[config.mk]
export PLATFORM = sky130hd
export DESIGN_NAME = first_nios2_system_sysid_rd_timer
export DESIGN_NICKNAME = d
export VERILOG_FILES = /design/src/rtl/first_nios2_system_sysid_rd_timer.sv
export SDC_FILE = /design/constraint.sdc
export NUM_CORES = 1
export LEC_CHECK = 0
export CORE_AREA = 2 2 39 41
export DETAILED_ROUTE_END_ITERATION = 6
export DIE_AREA = 0 0 41 43
export DONT_BUFFER_PORTS = 1
export SYNTH_ARGS = -nofsm -noshare
export SYNTH_HDL_FRONTEND = slang
export SYNTH_SLANG_ARGS = --single-unit
[constraint.sdc]
create_clock -name clock -period 1.8 [get_ports clock]
set_clock_uncertainty 0.2 [all_clocks]
set_input_delay 0.18 -clock clock [delete_from_list [all_inputs] [get_ports clock]]
set_output_delay 0.18 -clock clock [all_outputs]
set_load 0.05 [all_outputs]
[src/rtl/first_nios2_system_sysid_rd_timer.sv]
// Read-strobe hold timer shared by both sysid word reads: counts READ_LATENCY
// cycles while run is high and flags the capture cycle with last.
module first_nios2_system_sysid_rd_timer #(
  parameter int unsigned READ_LATENCY = 1
) (
  input  logic clock,
  input  logic reset_n,
  input  logic run,
  output logic last
);

  localparam logic [2:0] LOAD = 3'(READ_LATENCY);

  logic [2:0] cnt_q, cnt_d;

  assign last = run && (cnt_q == 3'd1);

  // Reload on the capture cycle so a back-to-back second word starts fresh.
  always_comb begin
    cnt_d = cnt_q - 3'd1;
    if (!run || last) cnt_d = LOAD;
  end

  always_ff @(posedge clock or negedge reset_n) begin
    if (!reset_n) cnt_q <= LOAD;
    else          cnt_q <= cnt_d;
  end

endmodule

---- Word-level counts from Yosys, hierarchy flattened ----
Index checks and enable logic that the tools add are counted.
word-level totals
  bits in registers ....................... 3
  output and inout port bits .............. 1
  input bits .............................. 3
  word-level logic and storage cells ...... 7
operators by class
  mux-type cells .......................... 1
  add/subtract/negate cells ............... 1
  reduce and logical (&&, ||, !) cells .... 3
  eq/ne operators ......................... 1
operators with widths
  kind                                                                count
  3-bit by 1-bit == test with 1-bit output, second input constant     1
  3-bit two-way mux                                                   1
  3-bit by 1-bit subtractor with 3-bit output, second input constant  1
  1-bit logical AND                                                   1
  1-bit zero test                                                     1
  1-bit logical OR                                                    1

---- Depth between registers and ports, before layout ----
Gate-level depths: netlist (run 1).
  depth after elaboration ................. 4
  depth in mapped cells ................... 4
  depth with buffers taken out ............ 4

---- Least setup slack after synthesis (run 1) ----
No wires, ideal clock.
  path kind ............................... flip-flop to output port
  from .................................... register cnt_q[0]
  to ...................................... output port last
  cell stages (with the launch flop) ...... 4
  setup slack ............................. -3 ps
  buffers on the path ..................... 0
  arrival ................................. 1423 ps
  data required time ...................... 1420 ps
  cell sequence ........................... dfstp_2 > ha_1 > nand2b_4 > nor2_1
between the ends
  word-level cells in the longest chain between the ends .. 2
ends and longest elaborated chain
  what                                      RTL line  source
  start: declaration                        14        logic [2:0] cnt_q, cnt_d;
  start signal: assignment                  26        else cnt_q <= cnt_d;
  3-bit by 1-bit == test with 1-bit output  16        assign last = run && (cnt_q == 3'd1);
  1-bit logical AND                         16
  end: declaration                          9         output logic last
No other way between the ends.

---- Worst setup path after layout (run 1) ----
Ends and elaborated chain as after synthesis.

==> out/summary.log, run 1 <==
[outcome] outcome finished clean
[worst_setup_path] Data required, critical path 1.42 ns
[route] via count 124
[synth] Ys Warns 0
[finish] registers with the most flip-flops cnt_q: 3 flops
[route] average detailed-routed wire length per instance 7.667 µm
[synth] synth top area cells dfrtp_1 (30%), dfstp_2 (16%), ha_1 (15%), nand2b_4 (8.2%), nor3b_2 (7.5%)
[sta] final period demand of the worst path 1.697 ns
[worst_hold_path] Min-Delay Path Depth 1
[cts] H-tree lvl count 1
[cts] insertion delay to the later sink of the worst-skew pair 0.23 ns
[finish] Area Growth Syn to Fin 51.49%
[sta] count of pins over their slew limit 0
[route] number of remaining DRC errors 0
[place] count of buffers from port buffering 0
[route] final WL 299 µm
[sta] Slew @ Worst Pin 0.1575 ns
[floorplan] Die Area 1763 µm²
[pwr] total power after layout 201.3 µW
[cts] clock transition at the registers of the reported paths 0.04 ns
[synth] top_reg_cell synth dfrtp_1
[finish] share of final-layout standard cells stronger than drive strength 1 0.3478
[grt] largest net degree at the start of global routing 5
[sta] final setup violation count 0
[route] number of search-and-repair iterations in the first detailed-routing pass 2
[synth] Post-Syn Nets 20
[floorplan] Starting Density 0.1212
[worst_setup_path] timing startpoint of the critical path cnt_q[0]
[grt] number of global-route vias before repair 143
[finish] Reg with most FFs cnt_q
[finish] number of diodes added for antenna fixing 0
[pwr] static power due to leakage 0.0001134 µW
[worst_setup_path] kind of end point of the critical path output port
[worst_setup_path] start of the worst register-to-register path cnt_q[0]
[sta] Total Negative Setup Slacks 0 ns
[sta] share of the cycle needed by the critical path after routing 0.9429
[worst_setup_path] Critical Path AT 1.32 ns
[worst_hold_path] class of the tightest hold or removal check reg2reg
[run] Max-cap violations 0
[worst_setup_path] FF-to-FF End cnt_q[2]
[synth] number of enable flip-flop cells after synthesis 0
[worst_setup_path] crit path kind reg2out
[cts] clock tree root buffer cell clkbuf_4
[synth] FFs w/ async S/R, synth 1.000
[grt] wire length of the first global-routing pass 496 µm
[worst_setup_path] nature of the critical path startpoint flip-flop
[finish] area of the multi-input gates 82.58 µm²
[route] detailed router's first-iteration violation count 2
[synth] netlist area before placement 167.7 µm²
[worst_setup_path] Max FO, Critical Path 3
[cts] cts bufs inserted 3
[worst_setup_path] R2R depth 3
[synth] synthesized flop and latch total 3
[cts] maximum number of buffers from clock root to sink 2
[floorplan] Die Wd 41 µm
[floorplan] CORE AREA 1384 µm²
[synth] cell taking the most area after synthesis dfrtp_1
[sta] Max transition margin 0.8939
[worst_hold_path] hold path startpoint cnt_q[0]
[synth] most common cell in the netlist inv_1
[route] detailed-route vias per instance 3.179
[cts] PostCTS Resize Cnt 0
[sta] Fin. Hold Viols 0
[floorplan] row cnt 14
[cts] number of buffers inserted to repair setup after CTS 0
[cts] TritonCTS clock tree yes
[grt] number of antenna violations at the first check in global routing 0
[worst_setup_path] slack of the worst reg-to-reg path 0.50 ns
[floorplan] number of primary I/O pins 4
[synth] post-synth cell types 11
[finish] area used by sequential logic in the layout 76.32 µm²
[floorplan] Die H 43 µm
[synth] top cells by instance count after synthesis inv_1 (3), dfrtp_1 (2), ha_1 (2)
[pwr] power density over the cells 792.5 nW/µm²
[place] gp weighted congestion 0.5522
[route] ANT nets after route 0
[finish] Filler Cell Count 155
[sta] Max Fclk 589.2 MHz
[synth] synthesized area per cell 11.18 µm²
[cts] Clock Sink Count 3
[sta] setup repair after global routing missed its margin false
[grt] GR Overflow Total 0
[pwr] Peak supply drop 0.0002010 V
[finish] number of flip-flops under the largest register name 3
[synth] portion of synthesized cell area occupied by the leading cell type 0.2985
[synth] post-synthesis instance total 15
[synth] sequential fraction of the synthesis area 0.4552
[worst_hold_path] endpoint with the worst hold slack cnt_q[0]
[grt] GRT Overall Usage 0.05231
[finish] nets@finish 29
## cells by family (layout without fill, tap and decap cells)
family,Yosys count,count (layout),synth area share
compound gates,1,1,0.02982
fa+ha+maj,2,2,0.1492
simple gates,6,6,0.2984
flops,3,3,0.4553
buf+inv,3,11,0.06716
## per-layer routing
layer | GRT usage | vias to the layer above | part of all wire
met4 | 0.08000 | 0 | 0
li1 | - | 63 | -
met3 | 0.04712 | 0 | 0.040
met1 | 0.03560 | 58 | 0.43
met5 | 0 | - | 0
met2 | 0.06250 | 3 | 0.53
## per-stage QoR
| step | hold WS (ns) | cells | cell area, µm² | utilization | setup slack, ns |
|---|---|---|---|---|---|
| 6_report | 0.2751 | 39 | 254.0 | 0.1835 | 0.1027 |
| 5_1_grt | 0.3008 | 39 | 254.0 | 0.1835 | 0.05100 |
| 4_1_cts | 0.2802 | 39 | 254.0 | 0.1835 | 0.08768 |
| 3_5_place_dp | -0.3155 | 32 | 197.7 | 0.1429 | 0.3481 |
| 3_3_place_gp | -0.3155 | 32 | 197.7 | 0.1429 | 0.3484 |
| 2_1_floorplan | -0.3156 | 15 | 170.2 | - | 0.2278 |
## how the worst max path moves through the flow
stage | endpoint | depth (start not counted)
after floorplan | last | 3
after global placement | last | 4
after detailed placement | last | 4
after CTS | last | 4
after global routing | last | 4
final | last | 4
## critical path: stages, from the launching register on
cell and delay (ns):
dfstp_2 0.53, ha_1 0.21, nand2b_4 0.07, nor2_2 0.07, buf_4 0.20
## area by class of cell
cell class / count / area share
Multi-Input combinational cell: 9 / 0.3251
Sequential cell: 3 / 0.3005
Timing Repair Buffer: 4 / 0.1478
Clock buffer: 4 / 0.1034
Tap cell: 16 / 0.07882
Inverter: 3 / 0.04433
## timing repair
action                                 4_1_cts  5_1_grt
setup endpoints to repair                    0        0
hold buffers                                 3        0
endpoints found under the hold margin        6        0
## power by group
group          internal (µW)  total (µW)  leakage (µW)  switching, µW
Combinational           6.59        15.1     0.0000599           8.51
Clock                   83.1         118     0.0000150           35.2
Sequential              67.9        67.9     0.0000385              0
## cells in the final DEF, fill, tap and decap left out, drive strengths merged
master,Yosys,layout
buf,0,1
clkbuf,0,4
dfrtp,2,2
dfstp,1,1
dlygate4sd3,0,3
ha,2,2
inv,3,3
nand2,1,1
nand2b,1,1
nand3,1,1
nand4bb,1,1
nor2,1,1
nor3b,1,1
o21ai,1,1
Power figures use the tool's default switching activity.
==> inputs of run 2 (changes only) <==
==> constraint.sdc (replaced) <==
create_clock -name clock -period 1.8 [get_ports clock]
set_clock_uncertainty 0.2 [all_clocks]
set_input_delay 0.09 -clock clock [delete_from_list [all_inputs] [get_ports clock]]
set_output_delay 0.09 -clock clock [all_outputs]
set_load 0.05 [all_outputs]
==> out/summary.log, run 2 (synthesized netlist as in run 1, its figures left out) <==
[finish] number of diodes added for antenna fixing 0 [unchanged]
[worst_setup_path] number of buffer and inverter stages on the critical path 1 [unchanged]
[route] number of remaining DRC errors 0 [unchanged]
[worst_setup_path] Worst Setup EP last [unchanged]
[cts] cts bufs inserted 3 [unchanged]
[cts] PostCTS Resize Cnt 0 [unchanged]
[pwr] power density over the cells 787.2 nW/µm² [was 792.5 nW/µm²]
[finish] utilization of the core after routing 0.1817 [was 0.1835]
[cts] clock transition at the registers of the reported paths 0.03 ns [was 0.04 ns]
[run] Max-cap violations 0 [unchanged]
[worst_hold_path] hold path startpoint cnt_q[0] [unchanged]
[worst_setup_path] crit path kind reg2out [unchanged]
[grt] GRT Overall Usage 0.05936 [was 0.05231]
[sta] Fin. Hold Viols 0 [unchanged]
[grt] GR Overflow Total 0 [unchanged]
[sta] count of pins over their slew limit 0 [unchanged]
[sta] Slew @ Worst Pin 0.2000 ns [was 0.1575 ns]
[route] number of search-and-repair iterations in the first detailed-routing pass 2 [unchanged]
[grt] number of antenna violations at the first check in global routing 0 [unchanged]
[finish] Filler Cell Count 154 [was 155]
[worst_setup_path] kind of end point of the critical path output port [unchanged]
[sta] final setup violation count 0 [unchanged]
[worst_setup_path] Slowest Stage Delay on Critical Path 0.53 ns [about the same]
[place] number of cells after detailed placement 32 [unchanged]
[cts] CTS Hold Bufs 3 [unchanged]
[finish] most used cells in the layout excluding fill and tap cells inv_1 (3), clkbuf_4 (3), dlygate4sd3_1 (3), ha_1 (2), dfrtp_1 (2) [unchanged]
[finish] nets@finish 29 [unchanged]
[sta] share of the cycle needed by the critical path after routing 0.8922 [was 0.9429]
[worst_setup_path] start of the worst register-to-register path cnt_q[0] [unchanged]
[sta] final period demand of the worst path 1.606 ns [was 1.697 ns]
[route] via count 125 [was 124]
[grt] number of global-route vias before repair 155 [was 143]
[worst_setup_path] Crit path depth 4 [unchanged]
[floorplan] Starting Density 0.1212 [unchanged]
[floorplan] CORE AREA 1384 µm² [unchanged]
[floorplan] number of primary I/O pins 4 [unchanged]
[worst_setup_path] cell type group with the largest total delay on the critical path flip-flops [unchanged]
[sta] worst-case setup margin in the final layout 0.1941 ns [was 0.1027 ns]
[floorplan] Die Wd 41 µm [unchanged]
[worst_setup_path] Max FO, Critical Path 3 [unchanged]
[place] gp weighted congestion 0.6334 [was 0.5522]
[sta] Max Fclk 622.7 MHz [was 589.2 MHz]
[route] ANT nets after route 0 [unchanged]
[worst_setup_path] Critical Path AT 1.32 ns [about the same]
[floorplan] Die Area 1763 µm² [unchanged]
[pwr] Peak supply drop 0.0002498 V [was 0.0002010 V]
[cts] TritonCTS clock tree yes [unchanged]
[route] detailed-route vias per instance 3.205 [was 3.179]
[place] half-perimeter wire length after placement 242.2 µm
[worst_setup_path] slowest stage cell, crit path dfstp_2 [unchanged]
[cts] maximum number of buffers from clock root to sink 2 [unchanged]
[sta] setup repair after global routing missed its margin false [unchanged]
[route] average detailed-routed wire length per instance 8.205 µm [was 7.667 µm]
[pwr] static power due to leakage 0.0001131 µW [was 0.0001134 µW]
[finish] final cell count without fillers 39 [unchanged]
[cts] number of buffers inserted to repair setup after CTS 0 [unchanged]
[grt] wire length of the first global-routing pass 607 µm [was 496 µm]
[outcome] outcome finished clean [unchanged]
[sta] Max transition margin 0.8652 [was 0.8939]
[worst_hold_path] class of the tightest hold or removal check reg2reg [unchanged]
[worst_setup_path] slack of the worst reg-to-reg path 0.47 ns [was 0.50 ns]
[place] count of buffers from port buffering 0 [unchanged]
[place] worst setup slack after placement 0.4210 ns [was 0.3481 ns]
[sta] Total Negative Setup Slacks 0 ns [unchanged]
[floorplan] row cnt 14 [unchanged]
[route] detailed router's first-iteration violation count 6 [was 2]
[finish] share of final-layout standard cells stronger than drive strength 1 0.3043 [was 0.3478]
[floorplan] Die H 43 µm [unchanged]
[finish] Area Growth Syn to Fin 50.00% [was 51.49%]
[cts] clock tree root buffer cell clkbuf_4 [unchanged]
[finish] registers with the most flip-flops cnt_q: 3 flops [unchanged]
[cts] Clock Sink Count 3 [unchanged]
[worst_setup_path] Data required, critical path 1.51 ns [was 1.42 ns]
[worst_setup_path] nature of the critical path startpoint flip-flop [unchanged]
[cts] H-tree lvl count 1 [unchanged]
[grt] largest net degree at the start of global routing 5 [unchanged]
[worst_setup_path] timing startpoint of the critical path cnt_q[0] [unchanged]
[finish] number of flip-flops under the largest register name 3 [unchanged]
[worst_setup_path] cell-by-cell trace of the critical path ha_1, nand2b_4, nor2_1, buf_4 [was ha_1, nand2b_4, nor2_2, buf_4]
[cts] insertion delay to the later sink of the worst-skew pair 0.23 ns [about the same]
[pwr] total power after layout 198.0 µW [was 201.3 µW]
[finish] Reg with most FFs cnt_q [unchanged]
[worst_setup_path] R2R depth 3 [unchanged]
[worst_setup_path] FF-to-FF End cnt_q[2] [unchanged]
[route] final WL 320 µm [was 299 µm]
## run 2: power by group
part	switching [µW]	leakage (µW)	total (µW)	internal, µW
Clock	32.6	0.0000150	115	82.9
Combinational	8.24	0.0000597	14.6	6.32
Sequential	0	0.0000385	67.9	67.9
Total	40.8	0.000113	198	157
## run 2: routing by layer
layer	vias to the layer above	track usage	share of wire	wire length, µm
li1	63	-	-	-
met1	61	0.05502	0.44	140
met2	1	0.07500	0.54	174
met3	0	0.03141	0.013	4
met4	0	0.08000	0	0
met5	-	0	0	0
## run 2: layout make-up
class	instances	area, µm²	area share
Clock buffer	4	26.28	0.1045
Multi-Input combinational cell	9	80.08	0.3184
Tap cell	16	20.02	0.07960
Inverter	3	11.26	0.04478
Timing Repair Buffer	4	37.54	0.1493
Sequential cell	3	76.32	0.3035
## run 2: worst min path at each step
stage	slack [ns]	end	depth (start not counted)
3_5_place_dp	-0.41	cnt_q[2]	0
6_report	0.27	cnt_q[0]	1
3_3_place_gp	-0.41	cnt_q[2]	0
4_1_cts	0.28	cnt_q[0]	1
5_1_grt	0.29	cnt_q[0]	1
2_1_floorplan	-0.41	cnt_q[1]	0
## run 2: metrics by stage
stage / hold WS, ns / area [µm²]
floorplan: -0.4056 / 167.7
global placement: -0.4055 / 195.2
detailed placement: -0.4055 / 195.2
CTS: 0.2804 / 251.5
global route: 0.2895 / 251.5
finish: 0.2744 / 251.5
==> inputs of run 3 (changes only) <==
Clock period 1.8 ns to 1.6 ns, I/O delays scaled along.
==> out/summary.log, run 3 (synthesized netlist as in run 1, its figures left out) <==
[pwr] static power due to leakage 0.0001206 µW [was 0.0001131 µW]
[place] worst setup slack after placement 0.2346 ns [was 0.4210 ns]
[sta] Total Negative Setup Slacks 0 ns [unchanged]
[cts] cts bufs inserted 3 [unchanged]
[floorplan] Die Wd 41 µm [unchanged]
[run] Max-cap violations 0 [unchanged]
[grt] number of antenna violations at the first check in global routing 0 [unchanged]
[pwr] Psw 53.28 µW [was 40.80 µW]
[grt] GRT Overall Usage 0.07344 [was 0.05936]
[cts] H-tree lvl count 1 [unchanged]
[route] detailed-route vias per instance 3.308 [was 3.205]
[finish] nets@finish 29 [unchanged]
[grt] number of global-route vias before repair 153 [was 155]
[pwr] Internal Pwr Total 181.3 µW [was 157.2 µW]
[worst_setup_path] Max FO, Critical Path 3 [unchanged]
[sta] count of pins over their slew limit 0 [unchanged]
[finish] most used cells in the layout excluding fill and tap cells inv_1 (3), clkbuf_4 (3), dlygate4sd3_1 (3), dfrtp_1 (2) [was inv_1 (3), clkbuf_4 (3), dlygate4sd3_1 (3), ha_1 (2), dfrtp_1 (2)]
[floorplan] Die H 43 µm [unchanged]
[worst_hold_path] class of the tightest hold or removal check reg2reg [unchanged]
[sta] setup repair after global routing missed its margin false [unchanged]
[place] half-perimeter wire length after placement 222.9 µm [was 242.2 µm]
[finish] registers with the most flip-flops cnt_q: 3 flops [unchanged]
[worst_setup_path] kind of end point of the critical path output port [unchanged]
[finish] Reg with most FFs cnt_q [unchanged]
[route] via count 129 [was 125]
[cts] insertion delay to the later sink of the worst-skew pair 0.24 ns [was 0.23 ns]
[sta] Slew @ Worst Pin 0.1510 ns [was 0.2000 ns]
[sta] Max Fclk 651.7 MHz
[floorplan] Starting Density 0.1212 [unchanged]
[sta] Fin. Hold Viols 0 [unchanged]
[grt] wire length of the first global-routing pass 683 µm [was 607 µm]
[cts] clock transition at the registers of the reported paths 0.04 ns [was 0.03 ns]
[pwr] logic gate share of total power 0.094 [was 0.074]
[pwr] power density over the cells 826.0 nW/µm² [was 787.2 nW/µm²]
[sta] final setup violation count 0 [unchanged]
[grt] GR Overflow Total 0 [unchanged]
[finish] utilization of the core after routing 0.2052 [was 0.1817]
[place] gp weighted congestion 0.5900 [was 0.6334]
[finish] number of flip-flops under the largest register name 3 [unchanged]
[route] number of search-and-repair iterations in the first detailed-routing pass 1 [was 2]
[cts] Clock Sink Count 3 [unchanged]
[finish] share of final-layout standard cells stronger than drive strength 1 0.3913 [was 0.3043]
[pwr] proportion of total power due to net switching 0.2271 [was 0.2061]
[place] count of buffers from port buffering 0 [unchanged]
[finish] Final Cell Area 284.0 µm² [was 251.5 µm²]
[sta] Max transition margin 0.8983 [was 0.8652]
[finish] Area Growth Syn to Fin 69.40% [was 50.00%]
[pwr] share of total power in the clock network 0.581 [was 0.583]
[floorplan] number of primary I/O pins 4 [unchanged]
[cts] clock tree root buffer cell clkbuf_4 [unchanged]
[sta] worst-case setup margin in the final layout 0.06548 ns [was 0.1941 ns]
[finish] number of diodes added for antenna fixing 0 [unchanged]
[worst_setup_path] crit path kind reg2out [unchanged]
[worst_setup_path] nature of the critical path startpoint flip-flop [unchanged]
[cts] TritonCTS clock tree yes [unchanged]
[grt] largest net degree at the start of global routing 5 [unchanged]
[route] average detailed-routed wire length per instance 9.769 µm [was 8.205 µm]
[place] cell area after placement 210.2 µm² [was 195.2 µm²]
[worst_setup_path] Data required, critical path 1.32 ns [was 1.51 ns]
[route] number of remaining DRC errors 0 [unchanged]
[cts] maximum number of buffers from clock root to sink 2 [unchanged]
[pwr] portion of total power attributed to sequential cells 0.326 [was 0.343]
[worst_setup_path] Critical Path AT 1.25 ns [was 1.32 ns]
[floorplan] CORE AREA 1384 µm² [unchanged]
[route] final WL 381 µm [was 320 µm]
[sta] share of the cycle needed by the critical path after routing 0.9591
[route] ANT nets after route 0 [unchanged]
[floorplan] Die Area 1763 µm² [unchanged]
[sta] final period demand of the worst path 1.535 ns
[outcome] outcome finished clean [unchanged]
[pwr] Peak supply drop 0.0001489 V [was 0.0002498 V]
[floorplan] row cnt 14 [unchanged]
[route] detailed router's first-iteration violation count 0 [was 6]
[run 3: timing repair]
item | CTS | global route
buffers inserted | 0 | 0
setup endpoints to repair | 1 | 1
hold buffers | 3 | 0
resized for setup | 2 | 1
hold endpoints to repair | 6 | 0
[run 3: final timing paths]
check / start / endpoint / slack [ns] / cells after the start
hold reg to reg: cnt_q[0] / cnt_q[0] / 0.33 / 1
hold / removal: cnt_q[0] / cnt_q[0] / 0.33 / 1
max in group asynchronous: reset_n / cnt_q[0] / 0.55 / 2
setup reg to reg: cnt_q[0] / cnt_q[1] / 0.27 / 3
setup / recovery: cnt_q[0] / last / 0.07 / 4
min in group asynchronous: reset_n / cnt_q[1] / 0.43 / 2
[run 3: per-layer routing]
layer / GRT usage / up-vias / wire, µm
met5: 0 / - / 0
met4: 0.1400 / 0 / 19
met3: 0.04712 / 2 / 18
met2: 0.07500 / 5 / 214
met1: 0.06149 / 59 / 129
li1: - / 63 / -
[run 3: worst max-delay path: stages (launching register included)]
cell	delay [ns]
dfstp_2	0.56
ha_4	0.16
nand2b_4	0.06
nor2_4	0.10
buf_12	0.14
[run 3: final cells by class]
cell class                      count  area [µm²]
Clock buffer                        4       26.28
Fill cell                         156        1100
Inverter                            3       11.26
Multi-Input combinational cell      9       100.1
Sequential cell                     3       76.32
Tap cell                           16       20.02
Timing Repair Buffer                4       50.05
[run 3: power by group through the flow]
stage	registers [µW]	clock network, µW	logic (µW)
floorplan	77.3	0	6.91
detailed placement	77.3	0	13.1
global route	76.3	150	23.5
finish	76.4	136	21.9
global placement	77.3	0	13.1
CTS	76.4	143	22.3
[run 3: metrics by stage]
step | hold slack (ns) | power (µW) | cells
final | 0.3265 | 234.6 | 39
after global routing | 0.3499 | 249.4 | 39
after CTS | 0.2951 | 242.2 | 39
after detailed placement | -0.4155 | 90.42 | 32
after global placement | -0.4155 | 90.43 | 32
after floorplan | -0.4156 | 84.22 | 15
